File: src/rtl/regwrite_arbiter.sv
// regwrite_arbiter
//   Shares the register file's single write port between two writeback
//   requesters: ALU writeback (port A) and load/memory writeback (port B).
//   A one-bit round-robin pointer picks the winner when both request. The
//   winner is captured in a one-stage output register that drives the
//   register file write port and the read-side bypass port. A saturating
//   counter records the number of contended cycles.
//
// Ports
//   clock          : system clock, rising-edge active
//   reset          : asynchronous, active-high; clears all state
//   a_req/a_num/a_data, a_ready : ALU writeback request, accepted on a_req & a_ready
//   b_req/b_num/b_data, b_ready : memory writeback request, accepted on b_req & b_ready
//   WN, WD, RegWrite            : registered register-file write port
//   byp_valid/byp_num/byp_data  : bypass view of the output stage
//   conflict_count              : saturating count of cycles with a_req & b_req
module regwrite_arbiter (
  input  logic        clock,
  input  logic        reset,
  input  logic        a_req,
  input  logic [4:0]  a_num,
  input  logic [31:0] a_data,
  output logic        a_ready,
  input  logic        b_req,
  input  logic [4:0]  b_num,
  input  logic [31:0] b_data,
  output logic        b_ready,
  output logic [4:0]  WN,
  output logic [31:0] WD,
  output logic        RegWrite,
  output logic        byp_valid,
  output logic [4:0]  byp_num,
  output logic [31:0] byp_data,
  output logic [15:0] conflict_count
);

  localparam int NUM_W  = 5;
  localparam int DATA_W = 32;
  localparam int CNT_W  = 16;

  typedef enum logic {
    PREF_A = 1'b0,
    PREF_B = 1'b1
  } pref_t;

  function automatic logic [CNT_W-1:0] sat_inc(input logic [CNT_W-1:0] v);
    return (v == {CNT_W{1'b1}}) ? v : v + {{(CNT_W-1){1'b0}}, 1'b1};
  endfunction

  pref_t             ptr;
  pref_t             ptr_next;
  logic              grant_a;
  logic              grant_b;
  logic [NUM_W-1:0]  wn_p0;
  logic [DATA_W-1:0] wd_p0;
  logic              vld_p0;
  logic [NUM_W-1:0]  wn_p1;
  logic [DATA_W-1:0] wd_p1;
  logic              vld_p1;
  logic [CNT_W-1:0]  cnt;
  logic [CNT_W-1:0]  cnt_next;

  // Readiness never looks at the requester's own req, so a requester can
  // sample its ready before deciding to request without a combinational loop.
  assign a_ready = !b_req || (ptr == PREF_A);
  assign b_ready = !a_req || (ptr == PREF_B);
  assign grant_a = a_req && a_ready;
  assign grant_b = b_req && b_ready;

  always_comb begin
    ptr_next = ptr;
    wn_p0    = wn_p1;
    wd_p0    = wd_p1;
    vld_p0   = 1'b0;
    if (grant_a) begin
      ptr_next = PREF_B;
      wn_p0    = a_num;
      wd_p0    = a_data;
      vld_p0   = (a_num != '0);   // $0 completes the handshake but never writes
    end else if (grant_b) begin
      ptr_next = PREF_A;
      wn_p0    = b_num;
      wd_p0    = b_data;
      vld_p0   = (b_num != '0);
    end
  end

  assign cnt_next = (a_req && b_req) ? sat_inc(cnt) : cnt;

  // ---- stage p0 -> p1: output register feeding write port and bypass ----
  always_ff @(posedge clock or posedge reset) begin
    if (reset) begin
      ptr    <= PREF_A;
      wn_p1  <= '0;
      wd_p1  <= '0;
      vld_p1 <= 1'b0;
      cnt    <= '0;
    end else begin
      ptr    <= ptr_next;
      wn_p1  <= wn_p0;
      wd_p1  <= wd_p0;
      vld_p1 <= vld_p0;
      cnt    <= cnt_next;
    end
  end

  assign WN             = wn_p1;
  assign WD             = wd_p1;
  assign RegWrite       = vld_p1;
  assign byp_valid      = vld_p1;
  assign byp_num        = wn_p1;
  assign byp_data       = wd_p1;
  assign conflict_count = cnt;

endmodule
File: config.mk
export PLATFORM = sky130hd
export DESIGN_NAME = regwrite_arbiter
export DESIGN_NICKNAME = d
export VERILOG_FILES = /design/src/rtl/regwrite_arbiter.sv
export SDC_FILE = /design/constraint.sdc
export NUM_CORES = 1
export LEC_CHECK = 0
export ABC_AREA = 1
export ABC_CLOCK_PERIOD_IN_PS = 1600
export BUFFER_PORTS_ARGS = -buffer_cell sky130_fd_sc_hd__buf_2
export CAP_MARGIN = 15
export CORE_UTILIZATION = 46
export DETAILED_ROUTE_END_ITERATION = 6
export PLACE_DENSITY = 0.87
export SLEW_MARGIN = 25
export SYNTH_ARGS = -nofsm -noshare
export SYNTH_HDL_FRONTEND = slang
export SYNTH_SLANG_ARGS = --single-unit
File: constraint.sdc
create_clock -name clock -period 1.6 [get_ports clock]
set_input_delay 0.08 -clock clock [delete_from_list [all_inputs] [get_ports clock]]
set_output_delay 0.08 -clock clock [all_outputs]
set_load 0.01 [all_outputs]
; Word level (Yosys, flattened, before mapping)
; Index checks and enable logic that the tools add are counted.
[op_classes]
n_addsub = 1
eq_ne = 1
n_mux = 8
bitwise = 2
n_reduce_logical = 11
[op_table]
columns = op, n
row1 = $mux W32, 2
row2 = $add A16 B1 Y16 const B, 1
row3 = $eq A16 B16 Y1 const B, 1
row4 = $mux W5, 2
row5 = $reduce_bool A5 Y1, 2
row6 = $mux W1, 4
row7 = $logic_and A1 B1 Y1, 3
row8 = $logic_not A1 Y1, 2
row9 = $logic_or A1 B1 Y1, 2
row10 = $not A1 Y1, 2
row11 = $reduce_and A2 Y1, 1
row12 = $reduce_bool A2 Y1, 1
[totals]
ff_bits = 55
output_inout_bits = 94

; Logic depth before layout (Yosys ltp)
; Gate-level depths: netlist (run 1).
[logic_depth]
ltp_word = 5
depth_mapped = 9
mapped_depth_nobuf = 9

; Worst setup path after synthesis (run 1)
; Ideal clock, no wire load.
[synth_timing]
path_kind = register -> register
from = register cnt[0], in the netlist conflict_count[0]
to = register cnt[13], in the netlist conflict_count[13]
t_arrival_ps = 1363
setup_slack_ps = 120
path_stages_with_launch = 10
cell_sequence = dfrtp_1 > ha_1 > nand3_2 > clkinv_2 > nand2_4 > nor2_4 > nor2_4 > buf_6 > nand2_1 > nand2_1
[synth_via]
elab_chain_cells = 3
[synth_lines]
columns = element, line
row1 = start: declaration, 60  ; logic [CNT_W-1:0] cnt;
row2 = start signal: assignment, 103  ; cnt <= cnt_next;
row3 = "parallel branches: the longest is 3 deep, another holds $add A16 B1 Y16", n/a
; Parallel ways; which one is timed is not known.
; A chain may end at the register's enable or synchronous reset.

; Final worst setup path (run 1)
[layout_timing]
from = register cnt[14], in the netlist conflict_count[14]
to = register cnt[14], in the netlist conflict_count[14]
; Same word-level chain as after synthesis.

==> results of run 1 <==
## cells by family (layout without fill, tap and decap cells)
family | Yosys count | count (layout)
compound gates | 53 | 53
xor+xnor | 7 | 7
fa+ha+maj | 1 | 1
buf+inv | 76 | 221
flops | 55 | 55
simple gates | 245 | 245
## layout by cell type, fill, tap and decap left out, drive strengths merged
master / instances
a31oi: 1
ha: 1
nand4: 5
nor2: 21
xnor2: 6
clkinv: 1
nor3: 1
o21ai: 49
dlygate4sd3: 10
o21bai: 2
a21oi: 1
nand2: 173
clkbuf: 8
buf: 187
dfrtp: 55
nor4: 1
nand3: 44
xor2: 1
inv: 15
## cell usage after synthesis (all sizes together)
master and number:
nand2 173, dfrtp 55, buf 53, o21ai 49, nand3 44, nor2 21, inv 15, clkbuf 7
xnor2 6, nand4 5, o21bai 2, a21oi 1, a31oi 1, clkinv 1, ha 1, nor3 1
nor4 1, xor2 1
## critical path, cell delays in order, from the launching register on
cell                       delay (ns)
sky130_fd_sc_hd__dfrtp_1         0.45
sky130_fd_sc_hd__nand2_1         0.12
sky130_fd_sc_hd__nor2_1          0.16
sky130_fd_sc_hd__nand2_2         0.12
sky130_fd_sc_hd__o21bai_4        0.26
sky130_fd_sc_hd__buf_4           0.18
sky130_fd_sc_hd__nand2_1         0.05
sky130_fd_sc_hd__nand2_1         0.06
## stage by stage
| stage | std cells | total power, uW | cell area, um^2 |
|---|---|---|---|
| after floorplan | 437 | 2670 | 3240 |
| after global placement | 655 | 3070 | 3940 |
| after detailed placement | 655 | 3110 | 3940 |
| after CTS | 672 | 3950 | 4130 |
| after global routing | 678 | 4220 | 4190 |
| final | 678 | 3940 | 4190 |
## final timing paths
kind | startpoint | endpoint | slack [ns] | depth (start not counted)
min reg2reg | WD[16] | WD[16] | 0.54 | 2
min in group asynchronous | reset | conflict_count[9] | 0.37 | 3
max in group asynchronous | reset | WD[5] | 0.70 | 4
max reg2reg | conflict_count[14] | conflict_count[14] | 0.14 | 7
min | a_data[20] | WD[20] | 0.009 | 3
max | conflict_count[14] | conflict_count[14] | 0.14 | 7
## state kept, by name, indices dropped and copies added, names as in the netlist
| register | cells |
|---|---|
| conflict_count | 16 |
| WN | 5 |
| WD | 32 |
| RegWrite | 1 |
| ptr | 1 |
## cell type report
type / count / area share
repair buffers: 197 / 0.269
clock buffers: 8 / 0.0239
flip-flops and latches: 55 / 0.328
inverters: 16 / 0.0146
well taps: 96 / 0.0286
multi-input cells: 306 / 0.336
## per-layer routing
| layer | share of wire | vias up | GRT usage |
|---|---|---|---|
| met3 | 0.072 | 14 | 0.0597 |
| met2 | 0.50 | 146 | 0.393 |
| met4 | 0.016 | 0 | 0.0667 |
| met5 | 0 | - | 0 |
| met1 | 0.42 | 1489 | 0.300 |
| li1 | - | 1641 | - |
## timing repair
action                                 4_1_cts  5_1_grt
buffers inserted                             0        5
hold buffers                                 9        1
endpoints found under the hold margin       31        1
setup endpoints to repair                    0        6
## power groups by stage
stage / Sequential (uW) / Combinational, uW / Clock [uW]
3_5_place_dp: 1840 / 1270 / 0
4_1_cts: 1810 / 1290 / 852
5_1_grt: 1850 / 1450 / 924
2_1_floorplan: 1910 / 768 / 0
6_report: 1820 / 1300 / 825
3_3_place_gp: 1830 / 1240 / 0
==> results.md, run 1 <==
Status:
- The run finished with clean final reports.

Synth:
- The Yosys step of the flow raised 0 warnings.
- The cell area after synthesis is 3240 um^2.
- The largest area contributor in the synthesized netlist is sky130_fd_sc_hd__dfrtp_1.
- The xor and xnor fraction of the mapped netlist area is 0.0189.
- The synthesized-area fraction occupied by ao, oa, aoi and oai cells was 0.0907.
- Of the total synthesized cell area, the portion taken by full adders, half adders and majority gates is 0.00386.
- The cell count after synthesis came out at 437.
- The multiplexer share of the synthesized area is 0.
- The simple-gate share of the synthesized area is 0.319.
- After synthesis the netlist holds a flip-flop and latch count of 55.
- By area, the combinational part of the netlist is dominated by simple AND/OR/NAND/NOR gates.
- The fraction of post-synthesis cell area in the top cell type by area is 0.424.
- The number of library cell types mapped by synthesis is 28.
- The number of nets handed over by synthesis was 516.
- Sorting the synthesized cells by area gives the leading types as sky130_fd_sc_hd__dfrtp_1 42%, sky130_fd_sc_hd__nand2_1 20%, sky130_fd_sc_hd__buf_4 9.3%.
- The mean instance size in the synthesized netlist is 7.42 um^2.
- The share of the Yosys chip area taken by registers is 0.424.

Final layout:
- In the final layout, flip-flops and latches occupy 1380 um^2.
- For this run, the post-layout net count is 660.
- The final-layout fill cell count is 593.
- The combined area of the multi-input logic cells is 1410 um^2.
- The number of antenna diodes is 0.
- Measured on the finished design, the core utilization comes to 0.617.
- The area added between synthesis and finish is 29.3%.
- In the final layout, the share of cells above drive strength 1 is 0.359.

Hold path:
- The worst hold path class is in2reg.

Timing:
- Between clock sinks in the finished design, the worst skew comes to 0.0136 ns.
- The setup TNS is 0 ns.
- Setup repair after global routing left no endpoint under its margin.
- In the finished design, the share of the clock period the worst path needs comes to 0.911.
- Setup slack on the critical path of the routed design comes to 0.142 ns.
- Hold timing on the final database bottoms out at a slack of 0.00912 ns.
- Based on the critical path, the design can be clocked at up to 686 MHz.
- The final critical path time including I/O delays and setup is 1.46 ns.
- The worst relative slew slack is 0.627.
- The max-slew violation count came to 0.
- At the pin with the least slew margin, the transition time is 0.559 ns.
- Setup violations remaining at the end of the flow were counted as 0.
- The count of endpoints failing hold in the final timing report came to 0.

Power:
- The sequential group share of total power is 0.461.
- The peak supply drop is 0.000407 V.
- Summed over all cells, the static leakage comes to 0.00225 uW.
- In this run the power spent charging and discharging nets is 1370 uW.
- Of the total power, combinational logic draws 0.329.
- The power per cell area is 939 nW/um^2.
- The cell internal power dissipation is 2560 uW.
- Of the total power, the clock network draws 0.210.
- The switching part of the total power is 0.349.

Die:
- The initial core utilization is 0.477.
- The full die area is 7390 um^2.
- The die is 86.0 um wide.
- The placeable core region is 6790 um^2.
- After floorplanning, the core was divided into 30 placement rows.
- The die outline height is 86.0 um.
- For this design the top-level I/O count stands at 172.

GRT:
- The number of antenna violations at the first check in global routing came to 0.
- The first global-routing pass estimated 13.8 mm of wire.
- Global routing finished with a remaining overflow of 0.
- The combined global-route utilization of all metal layers is 0.235.
- The via count of the first global-routing pass is 2909.
- The pin count of the biggest net entering global routing is 67.

Place:
- At the placement stage, the worst setup path has a slack of 0.0482 ns.
- The total of buffers placed on input and output ports is 171.
- The placed wire-length estimate is 6.38 mm.
- At the end of routability-driven placement, the weighted congestion stood at 0.920.

Clocking:
- Clock latency on the worst-skew pair, taken at its later pin, is 0.31 ns.
- The number of clock sinks seen by CTS is 55.
- The number of gates resized after CTS was 0.
- The level count of the clock H-tree is 2.
- The clock tree from TritonCTS is done.
- Clock-pin slew was measured on the worst setup and hold paths at 0.10 ns.
- In this run the clock root is driven by a sky130_fd_sc_hd__clkbuf_8.
- Buffers inserted during clock tree synthesis total 5.
- The buffer levels on the longest clock path is 2.

Route:
- The total number of vias is 3290.
- The antenna violation net count after detailed routing is 0.
- The total iterations of the first detailed-routing run is 6.
- In the final routed layout, each cell accounts on average for 12.6 um.
- The final routed DRC violation total is 0.
- The detailed-route vias per instance is 4.85.
- After the first detailed-routing iteration, the DRC count stood at 166.
- Summed over all layers, the routed wires come to 8.53 mm.

Job:
- Max-cap violations in this run came to 0.

Critical path:
- The endpoint class of the critical path is a flop.
- Of all nets on the critical path, the largest fanout is 9.
- STA classifies the critical path startpoint as a flop.
- The type of the worst setup path is reg2reg.
- At the worst endpoint, the required time is 1.85 ns.
- Data arrives at the worst endpoint at 1.71 ns.
Power figures use the tool's default switching activity.
==> run 2, diff against run 1 <==
MAX_ROUTING_LAYER = met4   (was unset)
==> results.md, run 2 (synthesis results as in run 1) <==
Status:
- Run status: finished, final reports clean (unchanged).

Place:
- The placed wire-length estimate is 6.38 mm (unchanged).
- The cell area reported after detailed placement was 3940 um^2 (unchanged).
- The post-placement cell count is 655 (unchanged).
- The global placement routability congestion is 0.936 (was 0.920).
- The total of buffers placed on input and output ports is 171 (unchanged).

Critical path:
- The worst-path maximum fanout is 10 (was 9).
- The first element of the critical path is conflict_count[14] (unchanged).
- The family with the most delay on the worst path is simple AND/OR/NAND/NOR gates (unchanged).
- The worst path required time is 1.85 ns (about the same).
- The critical path buffer and inverter count is 1 (unchanged).
- The source of the worst register-to-register timing path is conflict_count[14] (unchanged).
- The critical path's slowest cell is sky130_fd_sc_hd__dfrtp_1 (unchanged).
- The cell repeated most along the worst path is sky130_fd_sc_hd__nand2_1 (unchanged).
- Crit path cell chain: nand2_1, nor2_1, nand2_2, o21bai_4, buf_4, nand2_1, nand2_1 (unchanged).
- The element type at the critical path start is a flop (unchanged).
- The type of the worst setup path is reg2reg (unchanged).
- The endpoint class of the critical path is a flop (unchanged).
- The signal arrival time at the worst endpoint is 1.74 ns (was 1.71 ns).
- The delay of the slowest cell on the worst path is 0.46 ns (was 0.45 ns).

Clocking:
- The level count of the clock H-tree is 2 (unchanged).
- The latest clock arrival within the worst-skew pair is 0.31 ns (about the same).
- The CTS buffer count was 5 (unchanged).
- The clock tree root driver cell is sky130_fd_sc_hd__clkbuf_8 (unchanged).
- The number of clock sinks seen by CTS is 55 (unchanged).
- The buffer levels on the longest clock path is 2 (unchanged).
- The post-CTS clock slew at the launch and capture registers of the worst setup and hold paths was 0.10 ns (about the same).
- The clock tree from TritonCTS is done (unchanged).

GRT:
- The first-pass GRT wire length is 13.8 mm (about the same).
- The number of antenna violations at the first check in global routing was 0 (unchanged).
- The combined global-route utilization of all metal layers is 0.242 (was 0.235).
- The pin count of the biggest net entering global routing is 67 (unchanged).
- The global route total overflow was 0 (unchanged).
- The via count of the first global-routing pass was 2903 (was 2909).

Power:
- The power per cell area was 943 nW/um^2 (was 939 nW/um^2).
- The overall power after layout is 3950 uW (was 3940 uW).
- The reported leakage power is 0.00225 uW (about the same).
- The peak supply drop came to 0.000409 V (was 0.000407 V).

Route:
- The antenna violation net count after detailed routing is 0 (unchanged).
- The final wirelength was 8.59 mm (was 8.53 mm).
- The number of DRC markers after the initial detailed-route iteration is 176 (was 166).
- The total number of vias was 3304 (was 3290).
- The wire length per cell is 12.7 um (was 12.6 um).
- The final routed DRC violation total is 0 (unchanged).
- The total iterations of the first detailed-routing run came to 4 (was 6).
- The detailed-route vias per instance came to 4.88 (was 4.85).

Timing:
- The highest clock frequency the design can meet is 675 MHz (was 686 MHz).
- The final-report setup violation count is 0 (unchanged).
- The max-slew violation count is 0 (unchanged).
- The setup TNS is 0 ns (unchanged).
- The count of endpoints failing hold in the final timing report came to 0 (unchanged).
- The slew at the pin closest to its max-slew limit was 0.578 ns (was 0.559 ns).
- The final worst clock skew came to 0.0125 ns (was 0.0136 ns).
- The final critical-path share of the clock period is 0.926 (was 0.911).
- The final critical path time including I/O delays and setup came to 1.48 ns (was 1.46 ns).
- The worst relative slew slack came to 0.614 (was 0.627).
- RSZ-0062 raised after global routing: no (unchanged).

Final layout:
- The ratio of cells with drive above 1 in the final layout is 0.358 (was 0.359).
- Commonest non-fill, non-tap cells in the layout: 171 x sky130_fd_sc_hd__buf_2, 169 x sky130_fd_sc_hd__nand2_1, 55 x sky130_fd_sc_hd__dfrtp_1 (unchanged).
- The flip-flop count of the largest register, all copies and words added is 32 (unchanged).
- The most frequent standard cell in the layout excluding fill and tap cells is sky130_fd_sc_hd__buf_2 (unchanged).
- The number of standard cells in the final layout excluding fillers was 677 (was 678).
- The number of antenna diodes is 0 (unchanged).
- The post-route standard cell area excluding fillers is 4190 um^2 (about the same).
- The area added between synthesis and finish was 29.1% (was 29.3%).
- The count of nets after finishing came to 659 (was 660).

Die:
- The die outline height is 86.0 um (unchanged).
- The I/O pin count came to 172 (unchanged).
- The number of cell rows is 30 (unchanged).
- The full die area came to 7390 um^2 (unchanged).
- The initial core utilization was 0.477 (unchanged).
- The die boundary width came to 86.0 um (unchanged).
- The placeable core region was 6790 um^2 (unchanged).

Job:
- The total of max-cap violations is 0 (unchanged).

Hold path:
- The start point of the worst min-delay path was a_data[20] (unchanged).
- The worst hold path class is in2reg (unchanged).
[run 2: report_power, final]
group	total (uW)	internal [uW]	switching [uW]
registers	1820	1600	220
clock network	834	396	438
logic	1300	568	728
[run 2: stage by stage]
stage / setup slack (ns) / hold slack [ns] / util
2_1_floorplan: 0.120 / 0.225 / -
3_3_place_gp: 0.122 / 0.164 / 0.580
3_5_place_dp: 0.0482 / 0.163 / 0.580
4_1_cts: 0.0521 / 0.000294 / 0.608
5_1_grt: 0.00394 / 0.00425 / 0.616
6_report: 0.118 / 0.00744 / 0.616
[run 2: path summary, 6_finish.rpt]
kind                                       to  slack (ns)  depth (start not counted)
min in group asynchronous   conflict_count[9]        0.37                          3
min                                    WD[20]       0.007                          3
max in group asynchronous               WD[5]        0.69                          4
max reg2reg                conflict_count[14]        0.12                          7
min reg2reg                            WD[16]        0.54                          2
max                        conflict_count[14]        0.12                          7
[run 2: worst register-to-register path, cell delays in order (launching register included)]
cell and delay, ns:
sky130_fd_sc_hd__dfrtp_1 0.46, sky130_fd_sc_hd__nand2_1 0.13, sky130_fd_sc_hd__nor2_1 0.16, sky130_fd_sc_hd__nand2_2 0.12, sky130_fd_sc_hd__o21bai_4 0.27, sky130_fd_sc_hd__buf_4 0.19
sky130_fd_sc_hd__nand2_1 0.05, sky130_fd_sc_hd__nand2_1 0.07
[run 2: layer usage]
layer  GRT usage  part of all wire  up-vias  routed length (um)
li1            -                 -     1639                   -
met1       0.306              0.43     1496                3670
met4      0.0667             0.014        0                 117
met5           -                 0        -                   0
met3      0.0520             0.065       12                 557
met2       0.393              0.49      157                4240
[run 2: area by class of cell]
cell class / count / area (um^2)
Fill cell: 595 / 2610
Tap cell: 96 / 120
Timing Repair Buffer: 196 / 1120
Multi-Input combinational cell: 306 / 1410
Sequential cell: 55 / 1380
Clock buffer: 8 / 100
Inverter: 16 / 61.3
[run 2: timing repair]
| item | CTS | global route |
|---|---|---|
| buffers inserted | 0 | 4 |
| gates resized for setup | 0 | 0 |
| hold buffers | 9 | 1 |
| endpoints found under the setup margin | 0 | 6 |
| hold endpoints to repair | 31 | 1 |
==> run 3, diff against run 2 <==
ABC_CLOCK_PERIOD_IN_PS = 1220   (was 1600)
CORE_ASPECT_RATIO = 0.6   (was unset)
CORE_UTILIZATION = 41   (was 46)
PLACE_DENSITY = 0.82   (was 0.87)
clock period = 1.22 ns   (was 1.6 ns; I/O delays follow)
==> results.md, run 3 (synthesis results as in run 1) <==
Route:
- The detailed-route vias per instance is 4.99 (was 4.88).
- The total number of vias is 3737 (was 3304).
- The antenna violation net count after detailed routing was 0 (unchanged).
- The final routed DRC violation total is 0 (unchanged).
- The final wirelength was 11.4 mm (was 8.59 mm).
- The total iterations of the first detailed-routing run is 5 (was 4).
- The wire length per cell came to 15.2 um (was 12.7 um).
- The number of DRC markers after the initial detailed-route iteration is 191 (was 176).

GRT:
- The most used routing layer is met2 (unchanged).
- The pin count of the biggest net entering global routing was 56 (was 67).
- The met3 usage in global routing is 0.0488 (was 0.0520).
- The via count of the first global-routing pass is 3077 (was 2903).
- The combined global-route utilization of all metal layers is 0.238 (was 0.242).
- The global route total overflow came to 0 (unchanged).
- The first-pass GRT wire length was 14.5 mm (was 13.8 mm).
- The met2 capacity usage during global routing came to 0.394 (was 0.393).
- The met1 track demand over resource in global routing was 0.295 (was 0.306).
- The number of antenna violations at the first check in global routing is 0 (unchanged).

Die:
- The full die area is 8280 um^2 (was 7390 um^2).
- The die boundary width is 117 um (was 86.0 um).
- The placeable core region came to 7450 um^2 (was 6790 um^2).
- The number of cell rows is 24 (was 30).
- The I/O pin count came to 172 (unchanged).
- The die outline height is 70.9 um (was 86.0 um).
- The initial core utilization is 0.435 (was 0.477).

Timing:
- The final-report setup violation count is 39 (was 0).
- The final worst clock skew is 0.0100 ns (was 0.0125 ns).
- The worst hold slack is -0.0143 ns (was 0.00744 ns).
- The highest clock frequency the design can meet is 749 MHz (was 675 MHz).
- The max-slew violation count is 0 (unchanged).
- The slew at the pin closest to its max-slew limit is 0.439 ns (was 0.578 ns).
- The count of endpoints failing hold in the final timing report is 4 (was 0).
- The worst relative slew slack is 0.707 (was 0.614).
- RSZ-0062 raised after global routing: yes (was no).
- The final critical path time including I/O delays and setup came to 1.33 ns (was 1.48 ns).
- The final worst slack is -0.114 ns (was 0.118 ns).
- The final critical-path share of the clock period is 1.09 (was 0.926).

Hold path:
- The worst hold path class is in2reg (unchanged).
- The cell depth of the worst hold path came to 3 (unchanged).

Place:
- The global placement routability congestion is 0.862 (was 0.936).
- The total of buffers placed on input and output ports is 171 (unchanged).
- The placed wire-length estimate is 6.74 mm (was 6.38 mm).

Critical path:
- The endpoint class of the critical path was a flop (unchanged).
- The worst-path maximum fanout is 15 (was 10).
- The critical path's slowest cell is sky130_fd_sc_hd__dfrtp_2 (was sky130_fd_sc_hd__dfrtp_1).
- The worst path required time is 1.45 ns (was 1.85 ns).
- The delay of the slowest cell on the worst path came to 0.43 ns (was 0.46 ns).
- The family with the most delay on the worst path is flip-flops (was simple AND/OR/NAND/NOR gates).
- Crit path cell chain: ha_4, nand3_4, clkinv_4, nand2_8, nor2_4, nor2_4, buf_12, nand2_1, o21ai_2 (was nand2_1, nor2_1, nand2_2, o21bai_4, buf_4, nand2_1, nand2_1).
- The cell repeated most along the worst path is sky130_fd_sc_hd__nor2_4 (was sky130_fd_sc_hd__nand2_1).
- The critical path buffer and inverter count is 2 (was 1).
- The number of cells on the worst reg-to-reg path is 9 (was 7).
- The number of cells on the critical path is 9 (was 7).
- The signal arrival time at the worst endpoint is 1.56 ns (was 1.74 ns).
- The element type at the critical path start is a flop (unchanged).
- The type of the worst setup path was reg2reg (unchanged).

Final layout:
- The number of antenna diodes came to 0 (unchanged).
- Commonest non-fill, non-tap cells in the layout: 171 x sky130_fd_sc_hd__buf_2, 158 x sky130_fd_sc_hd__nand2_1, 53 x sky130_fd_sc_hd__dfrtp_1 (was 171 x sky130_fd_sc_hd__buf_2, 169 x sky130_fd_sc_hd__nand2_1, 55 x sky130_fd_sc_hd__dfrtp_1).
- The utilization of the core after routing came to 0.706 (was 0.616).
- The area added between synthesis and finish is 62.0% (was 29.1%).
- The combined flip-flop and latch cell area is 1380 um^2 (about the same).
- The combined area of the multi-input logic cells is 1730 um^2 (was 1410 um^2).
- The final-layout fill cell count is 578 (was 595).
- The most frequent standard cell in the layout excluding fill and tap cells is sky130_fd_sc_hd__buf_2 (unchanged).
- The count of nets after finishing is 723 (was 659).
- The flip-flop count of the largest register, all copies and words added is 32 (unchanged).
- The ratio of cells with drive above 1 in the final layout was 0.487 (was 0.358).

Clocking:
- The buffer levels on the longest clock path is 2 (unchanged).
- The post-CTS clock slew at the launch and capture registers of the worst setup and hold paths came to 0.07 ns (was 0.10 ns).
- The CTS buffer count came to 5 (unchanged).
- The number of clock sinks seen by CTS is 55 (unchanged).
- The level count of the clock H-tree came to 2 (unchanged).
- The latest clock arrival within the worst-skew pair is 0.30 ns (was 0.31 ns).
- The clock tree root driver cell is sky130_fd_sc_hd__clkbuf_16 (was sky130_fd_sc_hd__clkbuf_8).
- The clock tree from TritonCTS is done (unchanged).

Job:
- The total of max-cap violations is 0 (unchanged).

Power:
- The reported leakage power is 0.00271 uW (was 0.00225 uW).
- The peak supply drop is 0.000526 V (was 0.000409 V).
- The power per cell area is 1180 nW/um^2 (was 943 nW/um^2).

Status:
- Run status: complete, but fails checks (was finished, final reports clean).
- The final reports fail on hold timing, setup timing.
[run 3: final timing paths]
path / start / end / slack (ns)
hold reg to reg: WD[20] / WD[20] / 0.51
setup reg to reg: conflict_count[0] / conflict_count[10] / -0.11
setup / recovery: conflict_count[0] / conflict_count[10] / -0.11
max in group asynchronous: reset / conflict_count[0] / 0.56
hold / removal: a_num[1] / WN[1] / -0.01
min in group asynchronous: reset / WD[30] / 0.40
[run 3: layout make-up]
cell class,instances,share of cell area
sequential,55,0.262
multi-input combinational,310,0.329
tap,104,0.0248
clock buffer,7,0.0252
clock inverter,1,0.000952
timing repair buffer,256,0.345
inverter,16,0.0131
[run 3: report_power, final]
group | internal, uW | switching (uW)
Combinational | 1170 | 1270
Clock | 762 | 649
Sequential | 2100 | 268
Total | 4030 | 2190
[run 3: stage by stage]
stage | area, um^2 | total power (uW) | setup TNS [ns] | setup slack [ns] | cells
2_1_floorplan | 3280 | 3550 | -1.65 | -0.134 | 437
3_3_place_gp | 4260 | 4250 | -0.760 | -0.141 | 695
3_5_place_dp | 4260 | 4310 | -1.49 | -0.146 | 695
4_1_cts | 4570 | 5780 | -1.50 | -0.131 | 718
5_1_grt | 5260 | 6580 | -4.61 | -0.208 | 749
6_report | 5260 | 6220 | -1.86 | -0.114 | 749
[run 3: layer usage]
layer / share of wire / up-vias / wire [um]
li1: - / 1785 / -
met1: 0.44 / 1755 / 4990
met2: 0.48 / 186 / 5490
met3: 0.073 / 11 / 838
met4: 0.0083 / 0 / 95
met5: 0 / - / 0
[run 3: repair_timing]
action / 4_1_cts / 5_1_grt
gates cloned: 0 / 17
pin swaps: 1 / 12
gates resized for setup: 7 / 98
endpoints found under the hold margin: 68 / 10
setup endpoints to repair: 18 / 50
hold buffers: 14 / 10
buffers inserted: 2 / 4
[run 3: worst reg2reg max path: stages, from the launching register on]
cell,delay [ns]
sky130_fd_sc_hd__dfrtp_2,0.43
sky130_fd_sc_hd__ha_4,0.17
sky130_fd_sc_hd__nand3_4,0.10
sky130_fd_sc_hd__clkinv_4,0.08
sky130_fd_sc_hd__nand2_8,0.07
sky130_fd_sc_hd__nor2_4,0.04
sky130_fd_sc_hd__nor2_4,0.10
sky130_fd_sc_hd__buf_12,0.15
sky130_fd_sc_hd__nand2_1,0.07
sky130_fd_sc_hd__o21ai_2,0.06
